File: src/rtl/mem_arbiter_pkg.sv
// Shared constants and types for the unified RAM arbiter.
// Holds the read-owner tag encoding and the default bus widths.
// Imported by the arbiter top and its priority encoder.
package mem_arbiter_pkg;

  localparam int MEM_ADDR_W = 9;
  localparam int MEM_DATA_W = 32;

  // Who owns the read that is currently crossing the RAM's one-cycle latency.
  typedef enum logic [1:0] {
    TAG_NONE  = 2'd0,
    TAG_HOST  = 2'd1,
    TAG_DATA  = 2'd2,
    TAG_FETCH = 2'd3
  } owner_tag_e;

  // One-hot grant vector, at most one bit set.
  typedef struct packed {
    logic host;
    logic data;
    logic fetch;
  } gnt_t;

endpackage

File: src/rtl/mem_arbiter_if.sv
// Requester and RAM-side signal bundle for mem_arbiter.
// slave = arbiter view; master = core/host/RAM side view.
// Grants are same-cycle; read data returns one cycle after a read grant.
interface mem_arbiter_if #(
  parameter int ADDR_W = mem_arbiter_pkg::MEM_ADDR_W,
  parameter int DATA_W = mem_arbiter_pkg::MEM_DATA_W
);

  logic              working;

  logic              h_req;
  logic              h_wr;
  logic [ADDR_W-1:0] h_addr;
  logic [DATA_W-1:0] h_wdata;
  logic              h_gnt;
  logic              h_rvalid;

  logic              d_req;
  logic              d_wr;
  logic [ADDR_W-1:0] d_addr;
  logic [DATA_W-1:0] d_wdata;
  logic              d_gnt;
  logic              d_rvalid;

  logic              f_req;
  logic [ADDR_W-1:0] f_addr;
  logic              f_gnt;
  logic              f_rvalid;

  logic [DATA_W-1:0] rdata;
  logic [DATA_W-1:0] f_instr;

  logic [ADDR_W-1:0] ram_addr;
  logic              ram_wEn;
  logic              ram_rEn;
  logic [DATA_W-1:0] ram_wDat;
  logic [DATA_W-1:0] ram_rDat;

  modport slave (
    input  working,
    input  h_req, h_wr, h_addr, h_wdata,
    output h_gnt, h_rvalid,
    input  d_req, d_wr, d_addr, d_wdata,
    output d_gnt, d_rvalid,
    input  f_req, f_addr,
    output f_gnt, f_rvalid,
    output rdata, f_instr,
    output ram_addr, ram_wEn, ram_rEn, ram_wDat,
    input  ram_rDat
  );

  modport master (
    output working,
    output h_req, h_wr, h_addr, h_wdata,
    input  h_gnt, h_rvalid,
    output d_req, d_wr, d_addr, d_wdata,
    input  d_gnt, d_rvalid,
    output f_req, f_addr,
    input  f_gnt, f_rvalid,
    input  rdata, f_instr,
    input  ram_addr, ram_wEn, ram_rEn, ram_wDat,
    output ram_rDat
  );

endinterface

File: src/rtl/mem_arb_prio.sv
// Three-way priority encoder: host > data > fetch, with fetch-over-data override.
// Latency: purely combinational.
// Backpressure: losers simply see no grant and must hold their request.
module mem_arb_prio
  import mem_arbiter_pkg::*;
(
  input  logic h_req,
  input  logic d_req,
  input  logic f_req,
  input  logic fetch_first,
  output gnt_t gnt
);

  // Fixed priority; the override only reorders data and fetch, never host.
  always_comb begin
    gnt = '0;
    if (h_req) begin
      gnt.host = 1'b1;
    end else if (f_req && fetch_first) begin
      gnt.fetch = 1'b1;
    end else if (d_req) begin
      gnt.data = 1'b1;
    end else if (f_req) begin
      gnt.fetch = 1'b1;
    end
  end

endmodule

File: src/rtl/mem_arbiter.sv
// Arbitrates the single-port unified RAM between host loader, data port and fetch.
// Latency: grant same cycle; read data/rvalid one cycle after grant; writes commit at grant edge.
// Backpressure: ungranted requesters hold their request; no pending state is stored here.
// Optional fetch starvation guard enabled by defining MEM_ARB_STARVE_GUARD_EN.
module mem_arbiter
  import mem_arbiter_pkg::*;
#(
  parameter int ADDR_W     = MEM_ADDR_W,
  parameter int DATA_W     = MEM_DATA_W,
  parameter int STARVE_MAX = 4
) (
  input  logic          clock,
  input  logic          reset,
  mem_arbiter_if.slave  bus
);

  if (STARVE_MAX < 1 || STARVE_MAX > 15) begin : g_bad_starve_max
    $error("STARVE_MAX must be in 1..15");
  end

  logic              h_elig;
  logic              d_elig;
  logic              f_elig;
  logic              fetch_first;
  gnt_t              gnt;

  owner_tag_e        tag_q;
  owner_tag_e        tag_d;
  logic [DATA_W-1:0] f_instr_q;
  logic [DATA_W-1:0] f_instr_d;

  logic              h_rv;
  logic              d_rv;
  logic              f_rv;

  logic [ADDR_W-1:0] addr_mux;
  logic [DATA_W-1:0] wdat_mux;
  logic              wen_mux;
  logic              ren_mux;

  // Host only while halted, core ports only while running; nothing during reset.
  assign h_elig = bus.h_req & ~bus.working & ~reset;
  assign d_elig = bus.d_req &  bus.working & ~reset;
  assign f_elig = bus.f_req &  bus.working & ~reset;

  mem_arb_prio u_prio (
    .h_req       (h_elig),
    .d_req       (d_elig),
    .f_req       (f_elig),
    .fetch_first (fetch_first),
    .gnt         (gnt)
  );

`ifdef MEM_ARB_STARVE_GUARD_EN
  localparam logic [3:0] STARVE_LIM = 4'(STARVE_MAX);

  logic [3:0] starve_q;
  logic [3:0] starve_d;

  // Count cycles fetch asks but loses; clear on a fetch grant or when halted.
  always_comb begin
    starve_d = starve_q;
    if (!bus.working || gnt.fetch) begin
      starve_d = '0;
    end else if (bus.f_req && starve_q != STARVE_LIM) begin
      starve_d = starve_q + 4'd1;
    end
  end

  // Starvation counter register.
  always_ff @(posedge clock) begin
    if (reset) begin
      starve_q <= '0;
    end else begin
      starve_q <= starve_d;
    end
  end

  assign fetch_first = bus.working & (starve_q == STARVE_LIM);
`else
  assign fetch_first = 1'b0;
`endif

  // Steer the winner onto the RAM and remember who owns a read.
  always_comb begin
    addr_mux = '0;
    wdat_mux = '0;
    wen_mux  = 1'b0;
    ren_mux  = 1'b0;
    tag_d    = TAG_NONE;
    if (gnt.host) begin
      addr_mux = bus.h_addr;
      wen_mux  = bus.h_wr;
      ren_mux  = ~bus.h_wr;
      wdat_mux = bus.h_wr ? bus.h_wdata : '0;
      tag_d    = bus.h_wr ? TAG_NONE : TAG_HOST;
    end else if (gnt.data) begin
      addr_mux = bus.d_addr;
      wen_mux  = bus.d_wr;
      ren_mux  = ~bus.d_wr;
      wdat_mux = bus.d_wr ? bus.d_wdata : '0;
      tag_d    = bus.d_wr ? TAG_NONE : TAG_DATA;
    end else if (gnt.fetch) begin
      addr_mux = bus.f_addr;
      ren_mux  = 1'b1;
      tag_d    = TAG_FETCH;
    end
  end

  // Owner tag: one-deep pipeline matching the RAM read latency.
  always_ff @(posedge clock) begin
    if (reset) begin
      tag_q <= TAG_NONE;
    end else begin
      tag_q <= tag_d;
    end
  end

  // Reset masks a read returning in the same cycle.
  assign h_rv = (tag_q == TAG_HOST)  & ~reset;
  assign d_rv = (tag_q == TAG_DATA)  & ~reset;
  assign f_rv = (tag_q == TAG_FETCH) & ~reset;

  // Capture returning instructions so the word survives fetch stalls.
  always_comb begin
    f_instr_d = f_instr_q;
    if (f_rv) begin
      f_instr_d = bus.ram_rDat;
    end
  end

  // Held-instruction register.
  always_ff @(posedge clock) begin
    if (reset) begin
      f_instr_q <= '0;
    end else begin
      f_instr_q <= f_instr_d;
    end
  end

  assign bus.h_gnt    = gnt.host;
  assign bus.d_gnt    = gnt.data;
  assign bus.f_gnt    = gnt.fetch;
  assign bus.h_rvalid = h_rv;
  assign bus.d_rvalid = d_rv;
  assign bus.f_rvalid = f_rv;
  assign bus.rdata    = (h_rv | d_rv | f_rv) ? bus.ram_rDat : '0;
  assign bus.f_instr  = f_instr_q;
  assign bus.ram_addr = addr_mux;
  assign bus.ram_wEn  = wen_mux;
  assign bus.ram_rEn  = ren_mux;
  assign bus.ram_wDat = wdat_mux;

endmodule

File: src/flat_wrapper.sv
// flat-port wrapper written by rule: the top's interface ports become plain ports
module mem_arbiter_flat import mem_arbiter_pkg::*;
#(
  parameter int ADDR_W     = MEM_ADDR_W,
  parameter int DATA_W     = MEM_DATA_W,
  parameter int STARVE_MAX = 4
)
  (clock, reset, bus_working, bus_h_req, bus_h_wr, bus_h_addr, bus_h_wdata, bus_h_gnt, bus_h_rvalid, bus_d_req, bus_d_wr, bus_d_addr, bus_d_wdata, bus_d_gnt, bus_d_rvalid, bus_f_req, bus_f_addr, bus_f_gnt, bus_f_rvalid, bus_rdata, bus_f_instr, bus_ram_addr, bus_ram_wEn, bus_ram_rEn, bus_ram_wDat, bus_ram_rDat);
  mem_arbiter_if #(.ADDR_W(ADDR_W), .DATA_W(DATA_W)) bus_i ();
  input  logic clock;
  input  logic reset;
  input wire logic [$bits(bus_i.working)-1:0] bus_working;
  input wire logic [$bits(bus_i.h_req)-1:0] bus_h_req;
  input wire logic [$bits(bus_i.h_wr)-1:0] bus_h_wr;
  input wire logic [$bits(bus_i.h_addr)-1:0] bus_h_addr;
  input wire logic [$bits(bus_i.h_wdata)-1:0] bus_h_wdata;
  output wire logic [$bits(bus_i.h_gnt)-1:0] bus_h_gnt;
  output wire logic [$bits(bus_i.h_rvalid)-1:0] bus_h_rvalid;
  input wire logic [$bits(bus_i.d_req)-1:0] bus_d_req;
  input wire logic [$bits(bus_i.d_wr)-1:0] bus_d_wr;
  input wire logic [$bits(bus_i.d_addr)-1:0] bus_d_addr;
  input wire logic [$bits(bus_i.d_wdata)-1:0] bus_d_wdata;
  output wire logic [$bits(bus_i.d_gnt)-1:0] bus_d_gnt;
  output wire logic [$bits(bus_i.d_rvalid)-1:0] bus_d_rvalid;
  input wire logic [$bits(bus_i.f_req)-1:0] bus_f_req;
  input wire logic [$bits(bus_i.f_addr)-1:0] bus_f_addr;
  output wire logic [$bits(bus_i.f_gnt)-1:0] bus_f_gnt;
  output wire logic [$bits(bus_i.f_rvalid)-1:0] bus_f_rvalid;
  output wire logic [$bits(bus_i.rdata)-1:0] bus_rdata;
  output wire logic [$bits(bus_i.f_instr)-1:0] bus_f_instr;
  output wire logic [$bits(bus_i.ram_addr)-1:0] bus_ram_addr;
  output wire logic [$bits(bus_i.ram_wEn)-1:0] bus_ram_wEn;
  output wire logic [$bits(bus_i.ram_rEn)-1:0] bus_ram_rEn;
  output wire logic [$bits(bus_i.ram_wDat)-1:0] bus_ram_wDat;
  input wire logic [$bits(bus_i.ram_rDat)-1:0] bus_ram_rDat;
  assign bus_i.working = bus_working;
  assign bus_i.h_req = bus_h_req;
  assign bus_i.h_wr = bus_h_wr;
  assign bus_i.h_addr = bus_h_addr;
  assign bus_i.h_wdata = bus_h_wdata;
  assign bus_h_gnt = bus_i.h_gnt;
  assign bus_h_rvalid = bus_i.h_rvalid;
  assign bus_i.d_req = bus_d_req;
  assign bus_i.d_wr = bus_d_wr;
  assign bus_i.d_addr = bus_d_addr;
  assign bus_i.d_wdata = bus_d_wdata;
  assign bus_d_gnt = bus_i.d_gnt;
  assign bus_d_rvalid = bus_i.d_rvalid;
  assign bus_i.f_req = bus_f_req;
  assign bus_i.f_addr = bus_f_addr;
  assign bus_f_gnt = bus_i.f_gnt;
  assign bus_f_rvalid = bus_i.f_rvalid;
  assign bus_rdata = bus_i.rdata;
  assign bus_f_instr = bus_i.f_instr;
  assign bus_ram_addr = bus_i.ram_addr;
  assign bus_ram_wEn = bus_i.ram_wEn;
  assign bus_ram_rEn = bus_i.ram_rEn;
  assign bus_ram_wDat = bus_i.ram_wDat;
  assign bus_i.ram_rDat = bus_ram_rDat;
  mem_arbiter #(.ADDR_W(ADDR_W), .DATA_W(DATA_W), .STARVE_MAX(STARVE_MAX)) u_core (.clock(clock), .reset(reset), .bus(bus_i));
endmodule
File: config.mk
export PLATFORM = sky130hd
export DESIGN_NAME = mem_arbiter_flat
export DESIGN_NICKNAME = d
export VERILOG_FILES = /design/src/rtl/mem_arbiter_pkg.sv /design/src/rtl/mem_arbiter_if.sv /design/src/rtl/mem_arb_prio.sv /design/src/rtl/mem_arbiter.sv /design/src/flat_wrapper.sv
export SDC_FILE = /design/constraint.sdc
export NUM_CORES = 1
export LEC_CHECK = 0
export CELL_PAD_IN_SITES_DETAIL_PLACEMENT = 1
export CELL_PAD_IN_SITES_GLOBAL_PLACEMENT = 1
export CORE_AREA = 2 2 95 97
export CTS_CLUSTER_DIAMETER = 30
export DETAILED_ROUTE_END_ITERATION = 10
export DIE_AREA = 0 0 97 99
export DONT_BUFFER_PORTS = 1
export PLACE_DENSITY_LB_ADDON = 0.1
export SYNTH_ARGS = -nofsm -noshare
export SYNTH_HDL_FRONTEND = slang
export SYNTH_HIERARCHICAL = 1
export SYNTH_SLANG_ARGS = --single-unit
File: constraint.sdc
create_clock -name clock -period 2.7 [get_ports clock]
set_input_delay 0.54 -clock clock [delete_from_list [all_inputs] [get_ports clock]]
set_output_delay 0.54 -clock clock [all_outputs]
set_load 0.02 [all_outputs]
; Word-level counts from Yosys, hierarchy flattened
; Cells that the tools add are included.
[op_classes]
bitwise = 15
mux = 23
eq_ne = 3
[ops]
columns = cell, n
row1 = $mux 32, 5
row2 = $mux 9, 3
row3 = $mux 1, 10
row4 = $mux 2, 5
row5 = $and 1x1->1, 9
row6 = $eq 2x2->1 const B, 2
row7 = $not 1->1, 4
row8 = $eq 2x1->1 const B, 1
row9 = $or 1x1->1, 2
[totals]
in_bits = 131
reg_bits = 34
elab_cells = 43

; Logic depth before layout (Yosys ltp)
; Gate-level depths: netlist (run 1).
[logic_depth]
ltp_word = 8
depth_mapped = 8

; Cells and area by module
; The synthesis (run 1) kept the hierarchy.
[by_module_without_submodules]
columns = mod, cells_per_inst, area_each_um2, seq_area_each_um2, instances
row1 = mem_arbiter, 323, 2607.5, 680.7, 1
row2 = mem_arb_prio, 5, 37.5, 0.0, 1

; Worst setup path before layout (run 1)
; OpenSTA, ideal clock, no wires.
[synth_path]
kind = input port to output port
from = input reset
to = output bus_ram_addr[2]
cell_stages = 8
slack_ns = -0.031
n_path_buf = 3
arrival_ns = 2.191
path_cell_list = buf_2 > and3b_1 > inv_1 > a211oi_2 > buf_6 > clkbuf_1 > a21oi_1 > a21oi_1
[synth_between]
word_cells_on_any_way = 12
classes_between = 8 x mux / 4 x bitwise
[synth_rtl]
columns = element, line_no
row1 = start: declaration, flat_wrapper.sv:11  ; input logic reset;
row2 = $not 1->1, mem_arbiter.sv:43  ; assign d_elig = bus.d_req & bus.working & ~reset;
row3 = $and 1x1->1, mem_arbiter.sv:43
row4 = net u_core.d_elig, mem_arbiter.sv:22  ; logic d_elig;
row5 = $mux 1, mem_arb_prio.sv:21  ; end else if (d_req) begin
row6 = $mux 2, mem_arb_prio.sv:17  ; if (h_req) begin
row7 = net bus_d_gnt, flat_wrapper.sv:23  ; output wire logic [$bits(bus_i.d_gnt)-1:0] bus_d_gnt;
row8 = $mux 9, mem_arbiter.sv:97  ; end else if (gnt.data) begin
row9 = $mux 9, mem_arbiter.sv:91  ; if (gnt.host) begin
row10 = end: declaration, flat_wrapper.sv:31  ; output wire logic [$bits(bus_i.ram_addr)-1:0] bus_ram_addr;
; The timed path passes the listed nets, and every way through them passes these cells.

; Final worst setup path (run 1)
[layout_path]
from = input reset
to = output bus_ram_wDat[12]
[layout_between]
elab_chain_cells = 6
word_cells_on_any_way = 8
classes_between = 5 x mux / 3 x bitwise
[layout_rtl]
columns = element, line_no
row1 = $not 1->1 *, "mem_arbiter.sv:42, mem_arbiter.sv:43"
row2 = $and 1x1->1, mem_arbiter.sv:43
row3 = $mux 1, mem_arb_prio.sv:21
row4 = $mux 2, mem_arb_prio.sv:17
row5 = $mux 32, mem_arbiter.sv:97
row6 = $mux 32 *, mem_arbiter.sv:91
row7 = end: declaration, flat_wrapper.sv:34  ; output wire logic [$bits(bus_i.ram_wDat)-1:0] bus_ram_wDat;
; Mark *: on every way between the ends. The rest lies on a longest branch, timed or not.

==> flow_summary.toml, run 1 <==
[yosys]
netlist_instances = 328
ys_ff_latch = 34
ys_seq_area_frac = 0.257
synth_flop_cell = "dfxtp_1"
syn-cell-area_mm2 = 0.00265
synth_cell_types = 26
synth_edf_count = 0
yosys_warnings = 6
async_flop_share = 0
avgSynthCellArea_um2 = 8.06

[cells_and_area]
nets = 449
num-fill-cells = 1045
n_antenna_cell = 0
seq_area_um2 = 683
multiInputGateArea_mm2 = 0.00170
areaGrowthSynthToFinish_pct = 7.62
drive_gt1_frac = 0.257
final_common_cell = "nand3_1"
fin_util = 0.333
final_cell_mix = "nand3_1 (64), a21oi_1 (42), and2_1 (34)"

[worst_setup_path]
cp-start-kind = "input pin"
reg2reg_slack_ps = 1280
critPathSlowestCell = "o2bb2ai_1"
crit_end = "bus_ram_wDat[12]"
path_max_fanout = 42
cp.arrival_ps = 1850
crit_path_end_kind = "primary output"
crit_type = "in2out"
regToRegEndpoint = "u_core/bus.f_instr[5]$_SDFFE_PP0P_"
reg2reg_depth = 3
cp_cell_sequence = "and3b_1, inv_1, a211oi_4, buf_12, nand3_1, o2bb2ai_1"
crit_path_max_incr_delay_ps = 430
crit_start = "reset"
worstReg2RegStart = "u_core/tag_q[1]$_SDFF_PP0_"
crit_required_ps = 2160

[sta]
finalSetupTns_ps = 0
setup_viol = 0
setup_slack_ps = 310
min_period_over_period = 0.885
rsz0062_at_grt = "no"
relSlewSlack = 0.541
final_hold_viol_count = 0
fin_skew_ps = 8.26
tightestPinTransition_ps = 687
final_max_slew_viol_count = 0
max_freq_ghz = 0.418
period_needed_ps = 2390

[global_routing]
grtUsageTotal = 0.155
grt_pass1_vias = 2325
grt_first_pass_wirelength_um = 12300
grt_max_degree = 54
gr-total-overflow = 0
antenna_found_initial = 0

[power_and_ir_drop]
power_density_mw_per_mm2 = 391
total_leakage_power_uw = 0.000949
ir_drop_mv = 0.182
power_uw = 1110

[route]
wirelength_met1_um = 3270
wl_per_cell_um = 19.3
drc = 0
ant_nets = 0
top_layer_used = "met4"
first_pass_iters = 4
num_vias = 2386
drt_iter0_drc = 47
met2_length_um = 4200
wirelength_um = 8230
viasPerCell = 5.59
wl_met3_um = 603

[floorplan]
ios = 244
core_mm2 = 0.00855
die_h_um = 99
core.rowCount = 34
start_util = 0.309
die-area_mm2 = 0.00960
fp.dieW_um = 97

[place]
dp_slack_ps = 312
dp_hpwl_um = 6130
io_buffer_count = 0
gp_congestion = 0.677

[cts]
cts.reportedPaths.clkPinSlew_ps = 70
htree_levels = 2
clock_sinks = 34
ctsResizeCount = 0
cts_tree = "built"
postCtsHoldBufs = 0
cts_buffer_depth = 2
cts_setup_buffers = 0
ctsRootBufferMaster = "clkbuf_8"
clkLatencyLatePin_ps = 280
cts_buffers = 5

[job]
drv_cap = 0

[outcome]
status = "finished clean"

[worst_hold_path]
hold_path.class = "in2reg"
==> cells in the mapped netlist (all sizes together), types with 2 or more instances <==
library cell	n	area [um^2]
nand3	64	320
and3b	3	26.3
a21bo	32	320
o2bb2ai	32	280
nor2b	9	56.3
clkbuf	9	35.0
dfxtp	34	681
buf	36	274
nor3b	3	22.5
a21oi	51	255
nand3b	9	67.6
inv	2	7.51
and2	34	213
==> worst min-delay path by stage <==
stage / from / endpoint / slack [ps] / depth (start not counted)
floorplan: u_core/bus.f_instr[0]$_SDFFE_PP0P_ / u_core/bus.f_instr[0]$_SDFFE_PP0P_ / 650 / 2
global placement: u_core/tag_q[1]$_SDFF_PP0_ / u_core/bus.f_instr[26]$_SDFFE_PP0P_ / 600 / 2
detailed placement: u_core/tag_q[1]$_SDFF_PP0_ / u_core/bus.f_instr[26]$_SDFFE_PP0P_ / 600 / 2
CTS: reset / u_core/tag_q[0]$_SDFF_PP0_ / 300 / 1
global route: reset / u_core/bus.f_instr[18]$_SDFFE_PP0P_ / 290 / 1
finish: reset / u_core/tag_q[0]$_SDFF_PP0_ / 310 / 1
==> routing by layer <==
metal | global-route usage | vias up
met4 | 0.0553 | 0
met3 | 0.0305 | 11
met2 | 0.284 | 124
li1 | - | 1155
met5 | 0 | -
met1 | 0.178 | 1096
==> metrics by stage <==
stage / instance area, um^2 / hold WS [ps] / cells
6_report: 2850 / 314 / 427
5_1_grt: 2850 / 291 / 427
4_1_cts: 2850 / 300 / 427
3_5_place_dp: 2750 / 604 / 419
3_3_place_gp: 2750 / 596 / 419
2_1_floorplan: 2680 / 653 / 329
==> state kept, by name, indices dropped and copies added (netlist names) <==
| signal | cells |
|---|---|
| u_core/bus.f_instr | 32 |
| u_core/tag_q | 2 |
==> cell type report <==
cell class,count,share of cell area
timing repair buffer,27,0.0800
clock buffer,6,0.0290
clock inverter,2,0.00440
multi-input combinational,248,0.596
sequential,34,0.240
inverter,2,0.00264
tap,108,0.0475
==> logic make-up (layout without fill, tap and decap cells) <==
logic type             after synthesis  count (layout)  share of synthesized area
muxes                                1               1                    0.00426
DFF                                 34              34                      0.257
other                                1               2                    0.00142
and+or+nand+nor                    126             126                      0.276
buffers and inverters               47              37                      0.120
AOI/OAI and AO/OA                  119             119                      0.341
==> power by group <==
group | leakage (uW) | switching [uW] | internal (uW)
Sequential | 0.000275 | 9.77 | 505
Clock | 0.0000472 | 191 | 205
Combinational | 0.000627 | 135 | 67.8
==> worst max-delay path: cells and delay by family <==
kind,cells,cell delay [ps]
AO/OA/AOI/OAI,2,710
AND/OR/NAND/NOR,2,280
buffers and inverters,2,300
No activity file was read; power rests on OpenSTA's default activity.
==> inputs of run 2 (changes only) <==
Settings changed: CORE_AREA 2 2 95 97 to 2 2 94 96, DIE_AREA 0 0 97 99 to 0 0 96 98, SKIP_LAST_GASP set to 1, SYNTH_HIERARCHICAL 1 to unset.
==> run 2 against run 1 <==
  * First-iteration DRC count down 17%
  * Sequential share of layout area up 6.5 points
  * Largest power group unchanged
  * Sequential power about the same
  * Final area down 22%
  * Clock power about the same
  * Combinational power down 24%
==> flow_summary.toml, run 2 <==
[cts]
postCtsHoldBufs = 0
cts_tree = "built"
clock_sinks = 34
htree_levels = 2
cts_buffers = 5
clkLatencyLatePin_ps = 280
cts.reportedPaths.clkPinSlew_ps = 70
cts_setup_buffers = 0
ctsRootBufferMaster = "clkbuf_8"
cts_buffer_depth = 2
ctsResizeCount = 0

[worst_setup_path]
crit_path_end_kind = "primary output"
crit_type = "in2out"
cp-start-kind = "input pin"
crit_path_max_incr_delay_ps = 480
path_buf_inv = 1
reg2reg_depth = 5
cp.arrival_ps = 1850
crit_family = "simple AND/OR/NAND/NOR gates"
path_max_fanout = 12
critPathSlowestCell = "or3b_4"
crit_required_ps = 2160
cp_num_cells = 4
cp_cell_sequence = "or3b_4, inv_1, a221oi_1, nor2_1"

[route]
wl_per_cell_um = 18.5
ant_nets = 0
num_vias = 1909
wirelength_um = 6760
first_pass_iters = 4
viasPerCell = 5.23
drt_iter0_drc = 39
drc = 0

[sta]
setup_viol = 0
min_period_over_period = 0.885
tightestPinTransition_ps = 580
setup_slack_ps = 311
relSlewSlack = 0.613
finalSetupTns_ps = 0
max_freq_ghz = 0.419
final_hold_viol_count = 0
period_needed_ps = 2390
rsz0062_at_grt = "no"
fin_skew_ps = 4.58
final_max_slew_viol_count = 0

[yosys]
synth_top_family_by_area = "simple AND/OR/NAND/NOR gates"
synth_common_cells = "nand2_1 (64), dfxtp_1 (34), and2_1 (33), nand3b_1 (33), a22o_1 (32)"
synth_top_area_frac = 0.325
synth_edf_count = 0
async_flop_share = 0
synth.net_count = 395
synth_area_leaders = "dfxtp_1 (32%), a22o_1 (13%), nand3b_1 (12%), nand2_1 (11%), and2_1 (9.8%)"
synth.most_common_cell = "nand2_1"
yosys_warnings = 0
ys_ff_latch = 34
synth_fa_ha_area_frac = 0
avgSynthCellArea_um2 = 7.94
synth.largest_area_cell = "dfxtp_1"
syn-cell-area_mm2 = 0.00210
synth-compound-area-share = 0.180
synth_cell_types = 21
yosys.area_share.simple = 0.408
ys_seq_area_frac = 0.325
synth.area.mux_share = 0
netlist_instances = 264
synth_flop_cell = "dfxtp_1"
synth_xor_area_frac = 0

[global_routing]
grt_max_degree = 40
grt_first_pass_wirelength_um = 9900
gr-total-overflow = 0
grt_pass1_vias = 1806
grtUsageTotal = 0.136
antenna_found_initial = 0

[place]
gp_congestion = 0.833
io_buffer_count = 0
dp_hpwl_um = 5370
dp_slack_ps = 299

[cells_and_area]
n_antenna_cell = 0
largest_reg_flops = 32
final_common_cell = "nand2_1"
drive_gt1_frac = 0.0895
seq_area_um2 = 681
final_cell_mix = "nand2_1 (64), dfxtp_1 (34), nand3b_1 (33), and2_1 (33), a22o_1 (32)"
nets = 387
num-fill-cells = 1016
areaGrowthSynthToFinish_pct = 6.44
multiInputGateArea_mm2 = 0.00123

[power_and_ir_drop]
ir_drop_mv = 0.168
power_uw = 1070
power_density_mw_per_mm2 = 479
total_leakage_power_uw = 0.00101

[worst_hold_path]
hold_path.class = "in2reg"
worstHoldPathCells = 2

[floorplan]
core.rowCount = 34
die_h_um = 98
ios = 244
die-area_mm2 = 0.00941
fp.dieW_um = 96
core_mm2 = 0.00847
start_util = 0.248

[job]
drv_cap = 0

[outcome]
status = "finished clean"
==> run 2: final cells by class <==
class                   instances  area share
clock buffers                   6      0.0370
clock inverters                 2     0.00561
inverters                       5     0.00841
multi-input cells             201       0.553
flip-flops and latches         34       0.305
well taps                     108      0.0605
repair buffers                  9      0.0303
==> run 2: logic make-up (layout without fill, tap and decap cells) <==
family / Yosys count / count (layout)
buffers and inverters: 29 / 22
AND/OR/NAND/NOR: 157 / 157
flip-flops: 34 / 34
AO/OA/AOI/OAI: 44 / 44
==> run 2: through the flow <==
step	hold WS [ps]	instance area, um^2	std cells	utilization
6_report	356	2230	365	0.264
5_1_grt	337	2230	365	0.264
4_1_cts	340	2230	365	0.264
3_5_place_dp	569	2140	357	0.252
3_3_place_gp	565	2140	357	0.252
2_1_floorplan	548	2100	264	-
==> run 2: path summary, 6_finish.rpt <==
| kind | startpoint | endpoint | slack [ps] |
|---|---|---|---|
| worst max-delay path | bus_working | bus_ram_addr[2] | 310 |
| worst min-delay path | bus_ram_rDat[11] | u_core.bus.f_instr[11]$_SDFFE_PP0P_ | 360 |
| worst max register to register | u_core.tag_q[1]$_SDFF_PP0_ | u_core.bus.f_instr[6]$_SDFFE_PP0P_ | 1450 |
| worst min register to register | u_core.bus.f_instr[12]$_SDFFE_PP0P_ | u_core.bus.f_instr[12]$_SDFFE_PP0P_ | 580 |
==> run 2: power breakdown <==
| group | internal, uW | switching, uW |
|---|---|---|
| logic | 50.1 | 105 |
| registers | 507 | 9.03 |
| clock network | 205 | 194 |
| total | 762 | 308 |
==> run 2: layer usage <==
layer	wire length, um	GRT usage
met1	2820	0.175
met2	3200	0.215
met3	691	0.0455
met4	44	0.0363
met5	0	0
